==> src/rtl/frame_mem_arbiter_if.sv <==
// Requester and memory-side signal bundle for frame_mem_arbiter.
// slave = arbiter side; master = requesters plus memory model.
interface frame_mem_arbiter_if #(
   parameter int AW = 16,
   parameter int DW = 24
);
   logic [2:0]      req;
   logic [14:0]     len;
   logic [3*AW-1:0] addr;
   logic [2:0]      wr;
   logic [3*DW-1:0] wdata;
   logic [2:0]      gnt;
   logic [2:0]      beat;
   logic [2:0]      rvalid;
   logic [DW-1:0]   rdata;
   logic            mem_en;
   logic            mem_we;
   logic [AW-1:0]   mem_addr;
   logic [DW-1:0]   mem_wdata;
   logic [DW-1:0]   mem_rdata;

   modport slave (
      input  req, len, addr, wr, wdata, mem_rdata,
      output gnt, beat, rvalid, rdata, mem_en, mem_we, mem_addr, mem_wdata
   );

   modport master (
      output req, len, addr, wr, wdata, mem_rdata,
      input  gnt, beat, rvalid, rdata, mem_en, mem_we, mem_addr, mem_wdata
   );
endinterface

==> src/rtl/frame_mem_arbiter.sv <==
// Round-robin burst arbiter for a single-port frame memory with tagged read return.
// Define MEMARB_PERF_EN to add perf_cnt, three saturating per-requester beat counters.
//
// state | meaning
// IDLE  | no owner; round-robin pick among pending requests
// BURST | owner holds gnt; one beat per cycle while its req stays high
module frame_mem_arbiter #(
   parameter int RD_LAT = 1,
   parameter int AW     = 16,
   parameter int DW     = 24
) (
   input  logic                 CLK,
   input  logic                 reset,
   frame_mem_arbiter_if.slave   bus
`ifdef MEMARB_PERF_EN
   ,
   output logic [47:0]          perf_cnt
`endif
);

   typedef enum logic {IDLE, BURST} state_t;

   state_t     state, state_nx;
   logic [1:0] owner, owner_nx;
   logic [1:0] rr_ptr, rr_ptr_nx;
   logic [4:0] remaining, remaining_nx;
   logic [1:0] pick;
   logic       pick_vld;
   logic [4:0] len_sel;
   logic [2:0] owner_oh;
   logic [2:0] tag_pipe [RD_LAT];

   function automatic logic [1:0] wrap3(input logic [2:0] v);
      return (v >= 3'd3) ? 2'(v - 3'd3) : v[1:0];
   endfunction

   // Scan from the far end so the lowest offset from rr_ptr wins.
   always_comb begin
      pick     = 2'd0;
      pick_vld = 1'b0;
      for (int k = 2; k >= 0; k--) begin
         if (bus.req[wrap3({1'b0, rr_ptr} + 3'(k))]) begin
            pick     = wrap3({1'b0, rr_ptr} + 3'(k));
            pick_vld = 1'b1;
         end
      end
   end

   assign len_sel  = bus.len[5*pick +: 5];
   assign owner_oh = (state == BURST) ? (3'b001 << owner) : 3'b000;

   assign bus.gnt       = owner_oh;
   assign bus.beat      = owner_oh & bus.req;
   assign bus.mem_en    = |bus.beat;
   assign bus.mem_we    = bus.mem_en & bus.wr[owner];
   assign bus.mem_addr  = bus.addr[AW*owner +: AW];
   assign bus.mem_wdata = bus.wdata[DW*owner +: DW];

   always_comb begin
      state_nx     = state;
      owner_nx     = owner;
      rr_ptr_nx    = rr_ptr;
      remaining_nx = remaining;
      case (state)
         IDLE: begin
            if (pick_vld) begin
               owner_nx     = pick;
               rr_ptr_nx    = wrap3({1'b0, pick} + 3'd1);
               remaining_nx = (len_sel == 5'd0) ? 5'd1 : len_sel;
               state_nx     = BURST;
            end
         end
         BURST: begin
            if (bus.mem_en) begin
               remaining_nx = remaining - 5'd1;
               if (remaining == 5'd1) state_nx = IDLE;
            end else begin
               state_nx = IDLE;
            end
         end
         default: state_nx = IDLE;
      endcase
   end

   always_ff @(posedge CLK) begin
      if (reset) begin
         state     <= IDLE;
         owner     <= 2'd0;
         rr_ptr    <= 2'd0;
         remaining <= 5'd0;
      end else begin
         state     <= state_nx;
         owner     <= owner_nx;
         rr_ptr    <= rr_ptr_nx;
         remaining <= remaining_nx;
      end
   end

   // The tag travels alongside the memory read so returns follow the issuer, not the current owner.
   always_ff @(posedge CLK) begin
      if (reset) begin
         for (int k = 0; k < RD_LAT; k++) tag_pipe[k] <= 3'b000;
      end else begin
         tag_pipe[0] <= bus.beat & ~bus.wr;
         for (int k = 1; k < RD_LAT; k++) tag_pipe[k] <= tag_pipe[k-1];
      end
   end

   assign bus.rvalid = tag_pipe[RD_LAT-1];
   assign bus.rdata  = bus.mem_rdata;

`ifdef MEMARB_PERF_EN
   logic [15:0] perf_c [3];

   always_ff @(posedge CLK) begin
      if (reset) begin
         for (int k = 0; k < 3; k++) perf_c[k] <= 16'd0;
      end else begin
         for (int k = 0; k < 3; k++) begin
            if (bus.beat[k] && perf_c[k] != 16'hFFFF) perf_c[k] <= perf_c[k] + 16'd1;
         end
      end
   end

   assign perf_cnt = {perf_c[2], perf_c[1], perf_c[0]};
`endif

endmodule

==> src/flat_wrapper.sv <==
// flat-port wrapper written by rule: the top's interface ports become plain ports
module frame_mem_arbiter_flat 
#(
   parameter int RD_LAT = 1,
   parameter int AW     = 16,
   parameter int DW     = 24
)
  (CLK, reset, bus_req, bus_len, bus_addr, bus_wr, bus_wdata, bus_mem_rdata, bus_gnt, bus_beat, bus_rvalid, bus_rdata, bus_mem_en, bus_mem_we, bus_mem_addr, bus_mem_wdata);
  frame_mem_arbiter_if #(.AW(AW), .DW(DW)) bus_i ();
  input  logic CLK;
  input  logic reset;
  input wire logic [$bits(bus_i.req)-1:0] bus_req;
  input wire logic [$bits(bus_i.len)-1:0] bus_len;
  input wire logic [$bits(bus_i.addr)-1:0] bus_addr;
  input wire logic [$bits(bus_i.wr)-1:0] bus_wr;
  input wire logic [$bits(bus_i.wdata)-1:0] bus_wdata;
  input wire logic [$bits(bus_i.mem_rdata)-1:0] bus_mem_rdata;
  output wire logic [$bits(bus_i.gnt)-1:0] bus_gnt;
  output wire logic [$bits(bus_i.beat)-1:0] bus_beat;
  output wire logic [$bits(bus_i.rvalid)-1:0] bus_rvalid;
  output wire logic [$bits(bus_i.rdata)-1:0] bus_rdata;
  output wire logic [$bits(bus_i.mem_en)-1:0] bus_mem_en;
  output wire logic [$bits(bus_i.mem_we)-1:0] bus_mem_we;
  output wire logic [$bits(bus_i.mem_addr)-1:0] bus_mem_addr;
  output wire logic [$bits(bus_i.mem_wdata)-1:0] bus_mem_wdata;
  assign bus_i.req = bus_req;
  assign bus_i.len = bus_len;
  assign bus_i.addr = bus_addr;
  assign bus_i.wr = bus_wr;
  assign bus_i.wdata = bus_wdata;
  assign bus_i.mem_rdata = bus_mem_rdata;
  assign bus_gnt = bus_i.gnt;
  assign bus_beat = bus_i.beat;
  assign bus_rvalid = bus_i.rvalid;
  assign bus_rdata = bus_i.rdata;
  assign bus_mem_en = bus_i.mem_en;
  assign bus_mem_we = bus_i.mem_we;
  assign bus_mem_addr = bus_i.mem_addr;
  assign bus_mem_wdata = bus_i.mem_wdata;
  frame_mem_arbiter #(.RD_LAT(RD_LAT), .AW(AW), .DW(DW)) u_core (.CLK(CLK), .reset(reset), .bus(bus_i));
endmodule
==> config.mk <==
export PLATFORM = sky130hd
export DESIGN_NAME = frame_mem_arbiter_flat
export DESIGN_NICKNAME = d
export VERILOG_FILES = /design/src/rtl/frame_mem_arbiter_if.sv /design/src/rtl/frame_mem_arbiter.sv /design/src/flat_wrapper.sv
export SDC_FILE = /design/constraint.sdc
export NUM_CORES = 1
export LEC_CHECK = 0
export BUFFER_PORTS_ARGS = -buffer_cell sky130_fd_sc_hd__buf_2
export CORE_AREA = 2 2 94 96
export CTS_CLUSTER_SIZE = 10
export DETAILED_ROUTE_END_ITERATION = 8
export DIE_AREA = 0 0 96 98
export PLACE_DENSITY_LB_ADDON = 0.25
export SLEW_MARGIN = 0
export SYNTH_ARGS = -nofsm -noshare
export SYNTH_HDL_FRONTEND = slang
export SYNTH_SLANG_ARGS = --single-unit
==> constraint.sdc <==
create_clock -name CLK -period 2.7 [get_ports CLK]
set_clock_uncertainty 0.15 [all_clocks]
set_input_delay 0.135 -clock CLK [delete_from_list [all_inputs] [get_ports CLK]]
set_output_delay 0.135 -clock CLK [all_outputs]
set_load 0.1 [all_outputs]
---- Yosys cells after proc, flatten, opt, wreduce, memory -nomap -nowiden ----
Memory sizes are Yosys's and may differ from the RTL's.
Index checks and enable logic that the tools add are counted.
Widths: inputs -> output; s select.
cells by class
  reduce and logical (&&, ||, !) cells .... 5
  shift-type cells ........................ 4
  eq/ne operators ......................... 3
  $mul .................................... 2
  order comparisons ....................... 8
  bitwise gates (word level) .............. 5
  add/subtract/negate cells ............... 8
  mux-type cells .......................... 32
operator list
  operator             number
  $shiftx 72x8->24     1
  $shiftx 48x7->16     1
  $mux 5               3
  $shiftx 15x6->5      1
  $mux 1               14
  $mux 2               7
  $lt 2x3->1 const B   4
  $pmux 5 s2           1
  $ge 3x2->1 const B   3
  $bmux 1 s2           4
  $sub 2x2->2 const B  4
  $add 2x1->3 const B  2
  $and 3x3->3          2
  $mux 3               2
  $reduce_or 3->1      2
  $eq 5x1->1 const B   1
  $logic_not 5->1      1
  $mul 3x2->5 const A  1
  $sub 5x1->5 const B  1
  $mul 2x2->4 const A  1
  $ne 2x1->1 const B   2
  $reduce_and 2->1     2
  $add 2x2->3 const B  1
  $not 3->3            1
  5 further kinds      5
word-level totals
  logic and storage cells ................. 72
  input port bits ......................... 167
  bits in registers ....................... 10
  memories ................................ 1
  RAM bits ................................ 3
  output and inout port bits .............. 75
memory list
  name             depth  bits a word  read ports  clocked after memory_dff  wr ports  line                     RTL
  u_core.tag_pipe  1      3            1           0                         1         frame_mem_arbiter.sv:31  logic [2:0] tag_pipe [RD_LAT];

---- Depth between registers and ports, before layout ----
  depth in word-level cells ............... 14
  gate-level depth with buffers ........... 10
  depth with buffers taken out ............ 8

---- Worst setup path before layout ----
Ideal clock, no wire load.
  kind .................................... flip-flop to flip-flop
  start ................................... reg u_core.owner[0]
  end ..................................... mem u_core.tag_pipe[0][1]
  data required time ...................... 2.470 ns
  cell stages (with the launch flop) ...... 5
  path buffers ............................ 1
  clock period less this slack ............ 4.064 ns
  data arrival time ....................... 3.834 ns
  path slack .............................. -1.364 ns
  setup time .............................. 0.080 ns
  path through ............................ dfxtp_1 clkbuf_1 nor3b_1 and2_2 nor3b_1
on the way
  word-level cells in the longest chain between the ends .. 5
RTL lines
  element                  line                      RTL
  from (decl)              frame_mem_arbiter.sv:24   logic [1:0] owner, owner_nx;
  from (signal assigned)   frame_mem_arbiter.sv:93   owner <= owner_nx;
  $shl 1x2->3              frame_mem_arbiter.sv:50   assign owner_oh = (state == BURST) ? (3'b001 << owner) : 3'b000;
  $mux 3                   frame_mem_arbiter.sv:50
  net bus_gnt[1]           flat_wrapper.sv:18        output wire logic [$bits(bus_i.gnt)-1:0] bus_gnt;
  $and 3x3->3              frame_mem_arbiter.sv:53   assign bus.beat = owner_oh & bus.req;
  net bus_beat[1]          flat_wrapper.sv:19        output wire logic [$bits(bus_i.beat)-1:0] bus_beat;
  $and 3x3->3              frame_mem_arbiter.sv:104  tag_pipe[0] <= bus.beat & ~bus.wr;
  $mux 3 (no source line)  --
  to (decl)                frame_mem_arbiter.sv:31
The timed path passes the listed nets, and every way through them passes these cells.

---- Worst setup path in the final report ----
  start ................................... reg u_core.rr_ptr[0]
  end ..................................... reg u_core.remaining[0]
on the way
  word-level cells in the longest chain between the ends .. 14
  elaborated cells on any way between the ends .. 31
  those cells by class .................... 5 x add/sub; 1 x mul; 3 x order compare; 1 x eq/ne; 1 x shift; 18 x mux; 2 x reduce/logical
RTL lines
  element                                           line                                              RTL
  from (decl)                                       frame_mem_arbiter.sv:25                           logic [1:0] rr_ptr, rr_ptr_nx;
  from (signal assigned)                            frame_mem_arbiter.sv:94                           rr_ptr <= rr_ptr_nx;
  $add 2x2->3                                       frame_mem_arbiter.sv:42, frame_mem_arbiter.sv:43
  $ge 3x2->1 / $sub 2x2->2 (equally long branches)  frame_mem_arbiter.sv:34                           return (v >= 3'd3) ? 2'(v - 3'd3) : v[1:0];
  $mux 2                                            frame_mem_arbiter.sv:34
  $bmux 1 s2                                        frame_mem_arbiter.sv:42                           if (bus.req[wrap3({1'b0, rr_ptr} + 3'(k))]) begin
  $mux 1 (implied by the code)                      frame_mem_arbiter.sv:42
  $mux 2 (3 in series)                              frame_mem_arbiter.sv:42
  $mul 3x2->5                                       frame_mem_arbiter.sv:49                           assign len_sel = bus.len[5*pick +: 5];
  $shiftx 15x6->5                                   frame_mem_arbiter.sv:49
  $logic_not 5->1                                   frame_mem_arbiter.sv:69                           remaining_nx = (len_sel == 5'd0) ? 5'd1 : len_sel;
  $mux 5                                            frame_mem_arbiter.sv:69
  $mux 5                                            frame_mem_arbiter.sv:66                           if (pick_vld) begin
  $pmux 5 s2                                        frame_mem_arbiter.sv:64                           case (state)
  to (signal assigned)                              frame_mem_arbiter.sv:95                           remaining <= remaining_nx;
  to (decl)                                         frame_mem_arbiter.sv:26                           logic [4:0] remaining, remaining_nx;
Several ways; a longest one is shown, not always the timed one. The select of a mux whose other input is x is not followed.
A chain may end at the register's enable or synchronous reset.

==> flow_summary.toml <==
[status]
status = "complete, no violations"

[clocking]
cts.sinks = 13
cts_buffer_depth = 2
path_clk_slew_ns = 0.06
post_cts_buffers = 0
cts_buffers = 3
clock-root-buffer = "clkbuf_8"
cts_tree = "built"
insertion_delay_ns = 0.25
cts_max_level = 1

[power]
p_per_area_nw_per_um2 = 1280
combPwrFrac_pct = 89.6
clockPowerShare_pct = 3.9
p_sw_share_pct = 62.0
ir_worst_vdd_mv = 0.513
p_leak_nw = 1.71
power_frac_seq_pct = 6.5
switchingPower_w = 0.00302
p_int_w = 0.00185

[logic_synthesis]
synthArstFlopShare_pct = 0
syn_avg_cell_area_um2 = 6.98
synth_top_area_share_pct = 24.8
synth-compound-area-share_pct = 22.5
synth-seq-cells = 13
synthTopCellsByArea = "mux2i_1 25%, dfxtp_1 13%, o21ai_0 11%, buf_4 8.7%, nand2_1 8.4%"
synth_cell_type_count = 43
synthMuxAreaShare_pct = 25.9
syn_nets = 467
synth_top_cell_by_area = "mux2i_1"
synth_top_family_by_area = "multiplexers"
synthSimpleGateAreaFrac_pct = 20.7
synth-seq-area-share_pct = 12.6
syn_area_um2 = 2060
synthXorXnorAreaFrac_pct = 0
yosysMostFrequentCell = "mux2i_1"
synth-edff-count = 0
synth_cells = 295
synth_adder_area_share_pct = 3.04
yosys_warnings = 0
synthTopCellsByCount = "51 x mux2i_1, 46 x nand2_1, 44 x o21ai_0"
synthFlopType = "dfxtp_1"

[finish]
nets = 631
drive_above_1_share_pct = 54.1
utilization_pct = 44.8
layout.cells.non_filler = 566
num_antenna_cells = 0
area_growth_syn_to_layout_pct = 84.1

[timing]
slew_viol_final = 0
min_period_over_period_pct = 91.7
worstMarginPinSlew_ns = 0.532
rsz0062_at_grt = "no"
finalCriticalPeriod_ns = 2.48
setup_ws_ns = 0.225
final_hold_viol_count = 0
finalSetupViolCount = 0
relSlewSlack_pct = 64.5
max_freq_mhz = 404

[critical_path]
critPathKind = "reg -> reg"
crit_chain = "inv_1, ha_2, o32a_1, o32a_2, nor3b_1, o31a_1, a311oi_1"
crit_slowest_cell = "o32a_2"
cp.arrival_ns = 2.49
worst-path-max-fanout = 9
path_delay_family = "compound AO/OA/AOI/OAI gates"
crit_required_ns = 2.71
endpoint_kind = "register"
start_kind = "register"
path_buf_inv = 1
slowest_delay_ns = 0.41

[run]
drv_cap = 0

[global_route]
grt_pass1_wl_mm = 12.4
grt_pass1_vias = 2725
grt_overflow = 0
grt_max_degree = 42
grt_usage_pct = 16.3
antenna_found_initial = 0

[worst_hold_path]
worstHoldPathType = "in -> reg"

[detailed_routing]
wl_mm = 8.00
wire_per_inst_um = 14.1
dr.pass1.iters = 4
viasPerCell = 4.85
ant_nets = 0
drc = 0
drt_iter0_markers = 168
num_vias = 2746

[floorplan]
ios = 242
rows = 34
initial_core_util_pct = 24.3
die_area_um2 = 9410
coreArea_um2 = 8470
die_x_um = 96
die_height_um = 98

[placed_design]
dp.cells = 559
gp_congestion = 0.836
io_buffers = 193
dp_slack_ns = 0.132
dp_hpwl_mm = 6.51
cell families after synthesis:
logic type	count (synthesis)
and+or+nand+nor	92
AOI/OAI and AO/OA	77
buffers and inverters	55
muxes	53
DFF	13
adders and majority gates	5
path summary, 6_finish.rpt:
check	depth (start not counted)	slack, ns	from	endpoint
max	7	0.22	u_core.rr_ptr[0]	u_core.remaining[0]
min	2	0.08	reset	u_core.owner[0]
max reg2reg	7	0.22	u_core.rr_ptr[0]	u_core.remaining[0]
min reg2reg	2	0.39	u_core.rr_ptr[0]	u_core.rr_ptr[0]
cells in the final DEF, fill, tap and decap left out, types with 3 or more instances in the layout:
cell,n
buf_2,151
mux2i_1,51
nand2_1,46
buf_12,42
o21ai_2,30
nor2_1,13
dfxtp_1,11
inv_1,10
o21ai_1,10
a21oi_1,10
buf_4,7
nor2b_1,4
o21ai_0,4
nor3_1,4
nor3b_1,4
nand2b_1,3
a211oi_1,3
nand3_1,3
ha_1,3
clkbuf_8,3
dlygate4sd3_1,3
final cells by class:
| cell class | count | area [um2] |
|---|---|---|
| clock buffer | 4 | 45.0 |
| tap | 108 | 135 |
| sequential | 13 | 263 |
| multi-input combinational | 227 | 1630 |
| inverter | 11 | 41.3 |
| fill | 861 | 4670 |
| timing repair buffer | 203 | 1680 |
power by group through the flow:
stage | Clock, W | Combinational (W) | Sequential (W)
floorplan | 0 | 0.00312 | 0.000293
finish | 0.000188 | 0.00436 | 0.000317
global placement | 0 | 0.00432 | 0.000317
global route | 0.000198 | 0.00455 | 0.000326
detailed placement | 0 | 0.00436 | 0.000316
CTS | 0.000190 | 0.00437 | 0.000313
routing by layer:
layer / up-vias / routed length (um) / track usage (%) / part of all wire, %
met5: - / 0 / 0 / 0
met1: 1226 / 3020 / 17.8 / 38
met2: 147 / 4160 / 31.1 / 52
met3: 18 / 732 / 4.09 / 9.1
met4: 0 / 95 / 2.64 / 1.2
li1: 1355 / - / - / -
registers in the layout, summed over array words and instances (netlist names):
name,flops
u_core.rr_ptr,2
u_core.tag_pipe,3
u_core.remaining,5
u_core.owner,2
u_core.state,1
what timing repair did:
action | CTS | global route
hold buffers | 3 | 0
resized for setup | 0 | 4
setup endpoints to repair | 0 | 9
hold endpoints to repair | 3 | 0
through the flow:
step                setup TNS [ns]  hold slack (ns)  instance area, um2  power, W
finish                           0           0.0782                3790   0.00487
global route                     0            0.104                3790   0.00508
CTS                              0           0.0762                3780   0.00487
detailed placement               0            0.121                3710   0.00468
global placement                 0            0.121                3710   0.00464
floorplan                    -1.75           0.0571                2190   0.00341
No activity file was read; power rests on OpenSTA's default activity.
